**src/rtl/alu_issue_queue.sv**
```systemverilog
// ============================================================================
//  Module   : alu_issue_queue
//  Purpose  : FIFO of ALU commands issued one at a time to an external ALU;
//             results are held with a valid/ready handshake. Optional
//             statistics ports are enabled by the ALU_ISSUE_STATS_EN macro.
//  Revision : 1.0 - initial release
// ============================================================================
`default_nettype none

module alu_issue_queue #(
    parameter int DATA_W  = 8,
    parameter int OP_W    = 3,
    parameter int DEPTH   = 4,
    parameter int ALU_LAT = 1
) (
    input  logic              clk,
    input  logic              reset,
    input  logic              in_valid,
    output logic              in_ready,
    input  logic [DATA_W-1:0] in_a,
    input  logic [DATA_W-1:0] in_b,
    input  logic [OP_W-1:0]   in_op,
    output logic [DATA_W-1:0] alu_a,
    output logic [DATA_W-1:0] alu_b,
    output logic [OP_W-1:0]   alu_op,
    input  logic [DATA_W-1:0] alu_r,
    output logic              out_valid,
    input  logic              out_ready,
    output logic [DATA_W-1:0] out_r,
    output logic [OP_W-1:0]   out_op,
`ifdef ALU_ISSUE_STATS_EN
    output logic [15:0]       issue_count,
    output logic              drop_flag,
`endif
    output logic              busy
);

    localparam int PTR_W = (DEPTH > 1) ? $clog2(DEPTH) : 1;
    localparam int ENT_W = 2 * DATA_W + OP_W;
    localparam int LAT_W = 3;

    localparam logic [PTR_W:0]   FULL_CNT = (PTR_W + 1)'(DEPTH);
    localparam logic [LAT_W-1:0] LAT_LAST = LAT_W'(ALU_LAT - 1);

    localparam logic [1:0] S_IDLE = 2'd0;
    localparam logic [1:0] S_WAIT = 2'd1;
    localparam logic [1:0] S_HOLD = 2'd2;

    logic [ENT_W-1:0]  mem_q [DEPTH];
    logic [PTR_W-1:0]  wr_ptr_q;
    logic [PTR_W-1:0]  rd_ptr_q;
    logic [PTR_W:0]    count_q;
    logic [1:0]        state_q;
    logic [1:0]        state_d;
    logic [LAT_W-1:0]  lat_q;
    logic [DATA_W-1:0] alu_a_q;
    logic [DATA_W-1:0] alu_b_q;
    logic [OP_W-1:0]   alu_op_q;
    logic              out_valid_q;
    logic [DATA_W-1:0] out_r_q;
    logic [OP_W-1:0]   out_op_q;

    logic              full;
    logic              push;
    logic              pop;
    logic              lat_done;
    logic [ENT_W-1:0]  head;

    assign full     = (count_q == FULL_CNT);
    assign in_ready = !full;
    assign push     = in_valid && !full;
    // Popping only on a count that was already non-zero before the edge
    // keeps a freshly pushed entry from being issued in the same cycle.
    assign pop      = (state_q == S_IDLE) && (count_q != '0);
    assign lat_done = (lat_q == LAT_LAST);
    assign head     = mem_q[rd_ptr_q];

    always_ff @(posedge clk) begin
        if (push) begin
            mem_q[wr_ptr_q] <= {in_op, in_b, in_a};
        end
    end

    always_ff @(posedge clk or negedge reset) begin
        if (!reset) begin
            wr_ptr_q <= '0;
            rd_ptr_q <= '0;
            count_q  <= '0;
        end else begin
            if (push) begin
                wr_ptr_q <= wr_ptr_q + PTR_W'(1);
            end
            if (pop) begin
                rd_ptr_q <= rd_ptr_q + PTR_W'(1);
            end
            case ({push, pop})
                2'b10:   count_q <= count_q + (PTR_W + 1)'(1);
                2'b01:   count_q <= count_q - (PTR_W + 1)'(1);
                default: count_q <= count_q;
            endcase
        end
    end

    always_comb begin
        state_d = state_q;
        case (state_q)
            S_IDLE:  if (pop)       state_d = S_WAIT;
            S_WAIT:  if (lat_done)  state_d = S_HOLD;
            S_HOLD:  if (out_ready) state_d = S_IDLE;
            default: state_d = S_IDLE;
        endcase
    end

    always_ff @(posedge clk or negedge reset) begin
        if (!reset) begin
            state_q     <= S_IDLE;
            lat_q       <= '0;
            alu_a_q     <= '0;
            alu_b_q     <= '0;
            alu_op_q    <= '0;
            out_valid_q <= 1'b0;
            out_r_q     <= '0;
            out_op_q    <= '0;
        end else begin
            state_q <= state_d;
            if (state_q == S_IDLE && pop) begin
                alu_a_q  <= head[DATA_W-1:0];
                alu_b_q  <= head[2*DATA_W-1:DATA_W];
                alu_op_q <= head[ENT_W-1:2*DATA_W];
                lat_q    <= '0;
            end
            if (state_q == S_WAIT) begin
                lat_q <= lat_q + LAT_W'(1);
                if (lat_done) begin
                    out_r_q     <= alu_r;
                    out_op_q    <= alu_op_q;
                    out_valid_q <= 1'b1;
                end
            end
            if (state_q == S_HOLD && out_ready) begin
                out_valid_q <= 1'b0;
            end
        end
    end

`ifdef ALU_ISSUE_STATS_EN
    logic [15:0] issue_count_q;
    logic        drop_flag_q;

    always_ff @(posedge clk or negedge reset) begin
        if (!reset) begin
            issue_count_q <= '0;
            drop_flag_q   <= 1'b0;
        end else begin
            if (pop) begin
                issue_count_q <= issue_count_q + 16'd1;
            end
            if (in_valid && full) begin
                drop_flag_q <= 1'b1;
            end
        end
    end

    assign issue_count = issue_count_q;
    assign drop_flag   = drop_flag_q;
`endif

    assign alu_a     = alu_a_q;
    assign alu_b     = alu_b_q;
    assign alu_op    = alu_op_q;
    assign out_valid = out_valid_q;
    assign out_r     = out_r_q;
    assign out_op    = out_op_q;
    assign busy      = (count_q != '0) || (state_q != S_IDLE);

endmodule

`default_nettype wire
```
**config.mk**
```make
export PLATFORM = sky130hd
export DESIGN_NAME = alu_issue_queue
export DESIGN_NICKNAME = d
export VERILOG_FILES = /design/src/rtl/alu_issue_queue.sv
export SDC_FILE = /design/constraint.sdc
export NUM_CORES = 1
export LEC_CHECK = 0
export ABC_CLOCK_PERIOD_IN_PS = 2120
export BUFFER_PORTS_ARGS = -buffer_cell sky130_fd_sc_hd__buf_4
export CAP_MARGIN = 40
export CORE_ASPECT_RATIO = 0.9
export CORE_MARGIN = 10
export CORE_UTILIZATION = 40
export DETAILED_ROUTE_END_ITERATION = 8
export GPL_TIMING_DRIVEN = 0
export SYNTH_ARGS = -nofsm -noshare
export SYNTH_HDL_FRONTEND = slang
export SYNTH_SLANG_ARGS = --single-unit
```
**constraint.sdc**
```tcl
create_clock -name clk -period 2.12 [get_ports clk]
set_clock_uncertainty 0.15 [all_clocks]
set_input_delay 0.424 -clock clk [delete_from_list [all_inputs] [get_ports clk]]
set_output_delay 0.424 -clock clk [all_outputs]
set_load 0.005 [all_outputs]
```
==> results of run 1 <==
## where the power goes
part | internal (mW) | switching (mW) | leakage [nW]
registers | 3.24 | 0.350 | 1.20
logic | 1.84 | 1.34 | 0.928
clock network | 2.09 | 1.03 | 0.298
total | 7.17 | 2.72 | 2.43
## flip-flops by register name (all words and copies together) (netlist names)
signal and cells:
wr_ptr_q 2, rd_ptr_q 2, count_q 3, out_op 3
out_valid 1, alu_b 8, lat_q 3, alu_op 3
out_r 8, mem_q 76, alu_a 8, state_q 2
## repair_timing
| action | 4_1_cts | 5_1_grt |
|---|---|---|
| gates resized for setup | 2 | 2 |
| setup endpoints to repair | 2 | 12 |
| hold buffers | 1 | 0 |
| pin swaps | 6 | 3 |
| buffers inserted | 5 | 1 |
| hold endpoints to repair | 43 | 0 |
## logic make-up (layout without fill, tap and decap cells)
family,after synthesis,count (layout),share of synthesized area
AO/OA/AOI/OAI,5,5,0.00617
XOR/XNOR,7,7,0.0131
buffers and inverters,17,122,0.0188
AND/OR/NAND/NOR,25,25,0.0343
flip-flops,119,119,0.720
adder cells (fa/ha/maj),8,8,0.0231
multiplexers,50,50,0.185
## layout by cell type, fill, tap and decap left out, types with 3 or more instances in the layout
master and count:
edfxtp_1 76, buf_8 4, mux2_2 9, mux4_1 7
nand2_1 4, ha_1 6, xor2_1 3, inv_1 7
and3_1 3, dfrtp_1 43, buf_4 70, mux2_4 16
mux4_2 12, mux2_1 6, clkbuf_16 17, xnor2_1 4
bufinv_16 5, clkinvlp_4 6
## final timing paths
kind,from,end,slack (ns),cells after the start
max,count_q[0],count_q[2],-0.03,9
max reg2reg,count_q[0],count_q[2],-0.03,9
min in group asynchronous,reset,out_valid,0.42,2
max in group asynchronous,reset,alu_b[3],1.01,2
min reg2reg,out_r[2],out_r[2],0.33,1
min,in_a[2],mem_q[1][2],0.06,1
## critical path, delay by kind of cell (launching register included)
| kind | cells | cell delay, ns |
|---|---|---|
| flops | 1 | 0.40 |
| simple gates | 3 | 0.69 |
| buf+inv | 2 | 0.09 |
| fa+ha+maj | 2 | 0.45 |
| xor+xnor | 2 | 0.30 |
## routing by layer
layer | track usage | vias up | part of all wire
met1 | 0.139 | 1187 | 0.45
met3 | 0.0576 | 7 | 0.067
li1 | - | 1074 | -
met2 | 0.181 | 63 | 0.48
met4 | 0.0367 | 0 | 0.0066
met5 | 0 | - | 0
## per-stage QoR
stage / setup WS (ns) / instances
floorplan: -0.0330 / 231
global placement: -0.192 / 450
detailed placement: -0.209 / 454
CTS: -0.0497 / 491
global route: -0.122 / 492
finish: -0.0281 / 492
## cell type report
| cell class | count | area, µm² | area share |
|---|---|---|---|
| Sequential cell | 119 | 3360 | 0.549 |
| Clock inverter | 15 | 226 | 0.0370 |
| Buffer | 6 | 36.3 | 0.00593 |
| Multi-Input combinational cell | 95 | 1240 | 0.204 |
| Inverter | 10 | 42.5 | 0.00695 |
| Clock buffer | 17 | 425 | 0.0695 |
| Tap cell | 156 | 195 | 0.0319 |
| Timing Repair Buffer | 74 | 588 | 0.0961 |
==> results.sh, run 1 <==
export IMPL_h_tree_depth=4
export IMPL_nFillCells=928
export IMPL_cts_tree="built"
export IMPL_routedWlPerCell_um=18.0
export IMPL_cp_max_fo=3
export IMPL_antenna_found_initial=0
export IMPL_routed_via_density=4.74
export IMPL_synth_ff_type="edfxtp_1"
export IMPL_io_buffers=63
export IMPL_fin_area_um2=6120
export IMPL_yosysWarnings=0
export IMPL_ant_nets=0
export IMPL_synth_cells=231
export IMPL_finalMaxSlewViolations=0
export IMPL_hold_ws_ns=0.0633
export IMPL_io_pins=64
export IMPL_drv_cap=0
export IMPL_ctsLongestPathBuffers=2
export IMPL_die_w_um=134
export IMPL_p_leak_nw=2.43
export IMPL_crit_path_top_delay_cell="or3b_4"
export IMPL_min_period_ns=2.15
export IMPL_dp_hpwl_um=5900
export IMPL_synth_top_cell_area_share=0.489
export IMPL_slew_headroom=0.546
export IMPL_max_vdd_ir_drop_v=0.000708
export IMPL_num_rows=37
export IMPL_setup_viol=1
export IMPL_synth_area_per_cell_um2=20.2
export IMPL_vias=2331
export IMPL_synth_distinct_cells=36
export IMPL_nNetsFinal=362
export IMPL_grt_pass1_wl_um=14300
export IMPL_drc=0
export IMPL_first_iter_violations=123
export IMPL_ys_async_sr_fraction=0.361
export IMPL_final_hold_violation_count=0
export IMPL_dieHeight_um=122
export IMPL_grt_overflow=0
export IMPL_first_pass_iters=4
export IMPL_clk_pin_slew_worst_paths_ns=0.06
export IMPL_post_dp_cell_area_um2=5410
export IMPL_fmax_ghz=0.466
export IMPL_clk_latency_ns=0.41
export IMPL_synthToLayoutAreaGrowth_pct=31.1
export IMPL_gp_congestion=0.684
export IMPL_ys_seq_elements=119
export IMPL_final_core_util=0.535
export IMPL_core_area_um2=11400
export IMPL_fin_crit_sh=1.01
export IMPL_p_per_area_nw_per_um2=1620
export IMPL_syn_area_um2=4670
export IMPL_cp_data_arrival_time_ns=2.33
export IMPL_synth_common_cells="edfxtp_1, dfrtp_1, mux2_4"
export IMPL_synth_top_area_cell="edfxtp_1"
export IMPL_min_path_type="input port to flop"
export IMPL_path_cells="or3b_4 -> and2_4 -> inv_2 -> ha_4 -> inv_2 -> fa_2 -> xor2_1 -> nor2_1 -> xor2_1"
export IMPL_antenna_cells=0
export IMPL_grt_use_total=0.116
export IMPL_synth_area_leaders="edfxtp_1, dfrtp_1, mux4_2"
export IMPL_rsz0062_at_grt="yes"
export IMPL_seq_area_frac_synth=0.720
export IMPL_crit_path_start_kind="flop"
export IMPL_fp_dieArea_um2=16400
export IMPL_slowest_delay_ns=0.41
export IMPL_layout_drive_gt1_share=0.473
export IMPL_cts_root_buf="clkbuf_16"
export IMPL_synth_edf_count=76
export IMPL_tns_ns=-0.0281
export IMPL_synth_most_common_cell="edfxtp_1"
export IMPL_initial_utilization=0.408
export IMPL_status="finished with violations"
export IMPL_crit_type="flop to flop"
export IMPL_cp_required_ns=2.30
export IMPL_power_mw=9.89
export IMPL_grt_max_degree=44
export IMPL_violations="negative setup slack"
export IMPL_grt_pass1_vias=2652
export IMPL_worst_slew_pin_slew_ns=0.681
export IMPL_numClockSinks=119
export IMPL_syn_nets=270
export IMPL_cts_buffers=17
export IMPL_worst_slack_ns=-0.0281
export IMPL_routed_wl_um=8870
export IMPL_worstSetupEndpointType="flop"
Note: power is estimated with default switching activity, not from simulation.
==> run 2: changes to the inputs <==
- RECOVER_POWER: not set -> 50
- SLEW_MARGIN: not set -> 5
==> results.sh, run 2 (synthesis gave the netlist of run 1 again) <==
export IMPL_status="finished with violations"
export IMPL_violations="negative setup slack"
export IMPL_routedWlPerCell_um=18.0
export IMPL_layout_drive_gt1_share=0.417
export IMPL_min_period_ns=2.15
export IMPL_crit_buf_inv=2
export IMPL_rsz0062_at_grt="yes"
export IMPL_pre_cts_ws_ns=-0.209
export IMPL_drv_cap=0
export IMPL_dr_wl_met3_um=684
export IMPL_min_path_type="input port to flop"
export IMPL_grt_overflow=0
export IMPL_cp_max_fo=3
export IMPL_layout_cells_most_common="edfxtp_1"
export IMPL_crit_type="flop to flop"
export IMPL_setup_viol=1
export IMPL_ant_nets=0
export IMPL_clk_pin_slew_worst_paths_ns=0.06
export IMPL_max_vdd_ir_drop_v=0.000704
export IMPL_final_hold_violation_count=0
export IMPL_initial_utilization=0.408
export IMPL_first_iter_violations=130
export IMPL_cp_data_arrival_time_ns=2.33
export IMPL_dp_hpwl_um=5900
export IMPL_grt_pass1_wl_um=14300
export IMPL_fin_crit_sh=1.01
export IMPL_routed_wl_met2_um=4240
export IMPL_slew_headroom=0.240
export IMPL_worstSetupEndpointType="flop"
export IMPL_r2r_start="count_q[0]"
export IMPL_num_rows=37
export IMPL_routed_wl_um=8870
export IMPL_antenna_found_initial=0
export IMPL_crit_path_top_delay_cell="or3b_4"
export IMPL_ctsLongestPathBuffers=2
export IMPL_p_leak_nw=2.36
export IMPL_met1_length_um=3880
export IMPL_cts_tree="built"
export IMPL_largest_reg_flops=76
export IMPL_grt_max_degree=44
export IMPL_numClockSinks=119
export IMPL_rr_worst_depth=9
export IMPL_finalMaxSlewViolations=0
export IMPL_synthToLayoutAreaGrowth_pct=29.5
export IMPL_mostFrequentLayoutCells="edfxtp_1, buf_4, dfrtp_1"
export IMPL_routed_via_density=4.75
export IMPL_cp_depth=9
export IMPL_grt_use_total=0.116
export IMPL_core_area_um2=11400
export IMPL_die_w_um=134
export IMPL_grt_pass1_vias=2652
export IMPL_fin_area_um2=6040
export IMPL_cts_root_buf="clkbuf_16"
export IMPL_drc=0
export IMPL_top_layer_used="met4"
export IMPL_antenna_cells=0
export IMPL_io_pins=64
export IMPL_worst_slew_pin_slew_ns=1.14
export IMPL_cpLargestDelayFamily="simple AND/OR/NAND/NOR gates"
export IMPL_vias=2339
export IMPL_r2r_slack_ns=-0.03
export IMPL_cp_startpoint="count_q[0]"
export IMPL_clk_latency_ns=0.41
export IMPL_p_per_area_nw_per_um2=1630
export IMPL_crit_path_start_kind="flop"
export IMPL_first_pass_iters=4
export IMPL_top_register="mem_q"
export IMPL_io_buffers=63
export IMPL_cp_endpoint="count_q[2]"
export IMPL_h_tree_depth=4
export IMPL_fmax_ghz=0.465
export IMPL_cts_buffers=17
export IMPL_path_cells="or3b_4 -> and2_4 -> inv_2 -> ha_4 -> inv_2 -> fa_2 -> xor2_1 -> nor2_1 -> xor2_1"
export IMPL_dieHeight_um=122
export IMPL_gp_congestion=0.684
export IMPL_slowest_delay_ns=0.41
export IMPL_reg2reg_to="count_q[2]"
export IMPL_fp_dieArea_um2=16400
export IMPL_post_dp_cell_area_um2=5410
export IMPL_nNetsFinal=362
export IMPL_worst_slack_ns=-0.0284
export IMPL_cp_required_ns=2.30
-- run 2: changes by cell type in the layout (fill, tap and decap cells not counted) --
cell	before	now
buf_4	70	50
clkbuf_2	0	1
clkbuf_1	2	21
-- run 2: layout make-up --
class	instances	area, µm²
Buffer	6	36.3
Clock buffer	17	425
Clock inverter	15	226
Fill cell	943	5390
Inverter	10	42.5
Multi-Input combinational cell	95	1240
Sequential cell	119	3360
Tap cell	156	195
Timing Repair Buffer	74	514
-- run 2: how the worst min path moves through the flow --
| stage | startpoint | endpoint | slack, ns | cells past startpoint |
|---|---|---|---|---|
| 3_5_place_dp | reset | out_r[4] | 0.33 | 1 |
| 6_report | alu_r[2] | out_r[2] | 0.08 | 2 |
| 3_3_place_gp | out_valid | out_valid | 0.32 | 1 |
| 5_1_grt | alu_r[2] | out_r[2] | 0.08 | 2 |
| 2_1_floorplan | reset | alu_a[0] | -0.02 | 0 |
| 4_1_cts | in_b[4] | mem_q[3][12] | 0.05 | 1 |
-- run 2: timing repair --
| action | CTS | global route |
|---|---|---|
| hold endpoints to repair | 43 | 0 |
| hold buffers | 1 | 0 |
| pin swaps | 6 | 3 |
| gates cloned | 0 | 0 |
| resized for setup | 2 | 2 |
| setup endpoints to repair | 2 | 12 |
| buffers inserted | 5 | 1 |
-- run 2: routing by layer --
layer / up-vias / track usage
met5: - / 0
met4: 0 / 0.0367
met3: 7 / 0.0576
met2: 71 / 0.181
met1: 1188 / 0.139
li1: 1073 / -
-- run 2: metrics by stage --
stage | hold WS [ns] | utilization | TNS, ns | instances | total power, mW
2_1_floorplan | -0.0216 | - | -0.0330 | 231 | 5.63
3_3_place_gp | 0.316 | 0.468 | -2.58 | 450 | 6.69
3_5_place_dp | 0.327 | 0.473 | -0.297 | 454 | 6.83
4_1_cts | 0.0470 | 0.534 | -0.0497 | 491 | 10.0
5_1_grt | 0.0761 | 0.529 | -0.131 | 492 | 10.4
6_report | 0.0835 | 0.529 | -0.0284 | 492 | 9.88
-- run 2: power by group --
part / switching [mW] / leakage (nW) / internal (mW)
clock: 1.04 / 0.298 / 2.09
combinational: 1.33 / 0.858 / 1.83
sequential: 0.351 / 1.20 / 3.24
total: 2.72 / 2.36 / 7.16
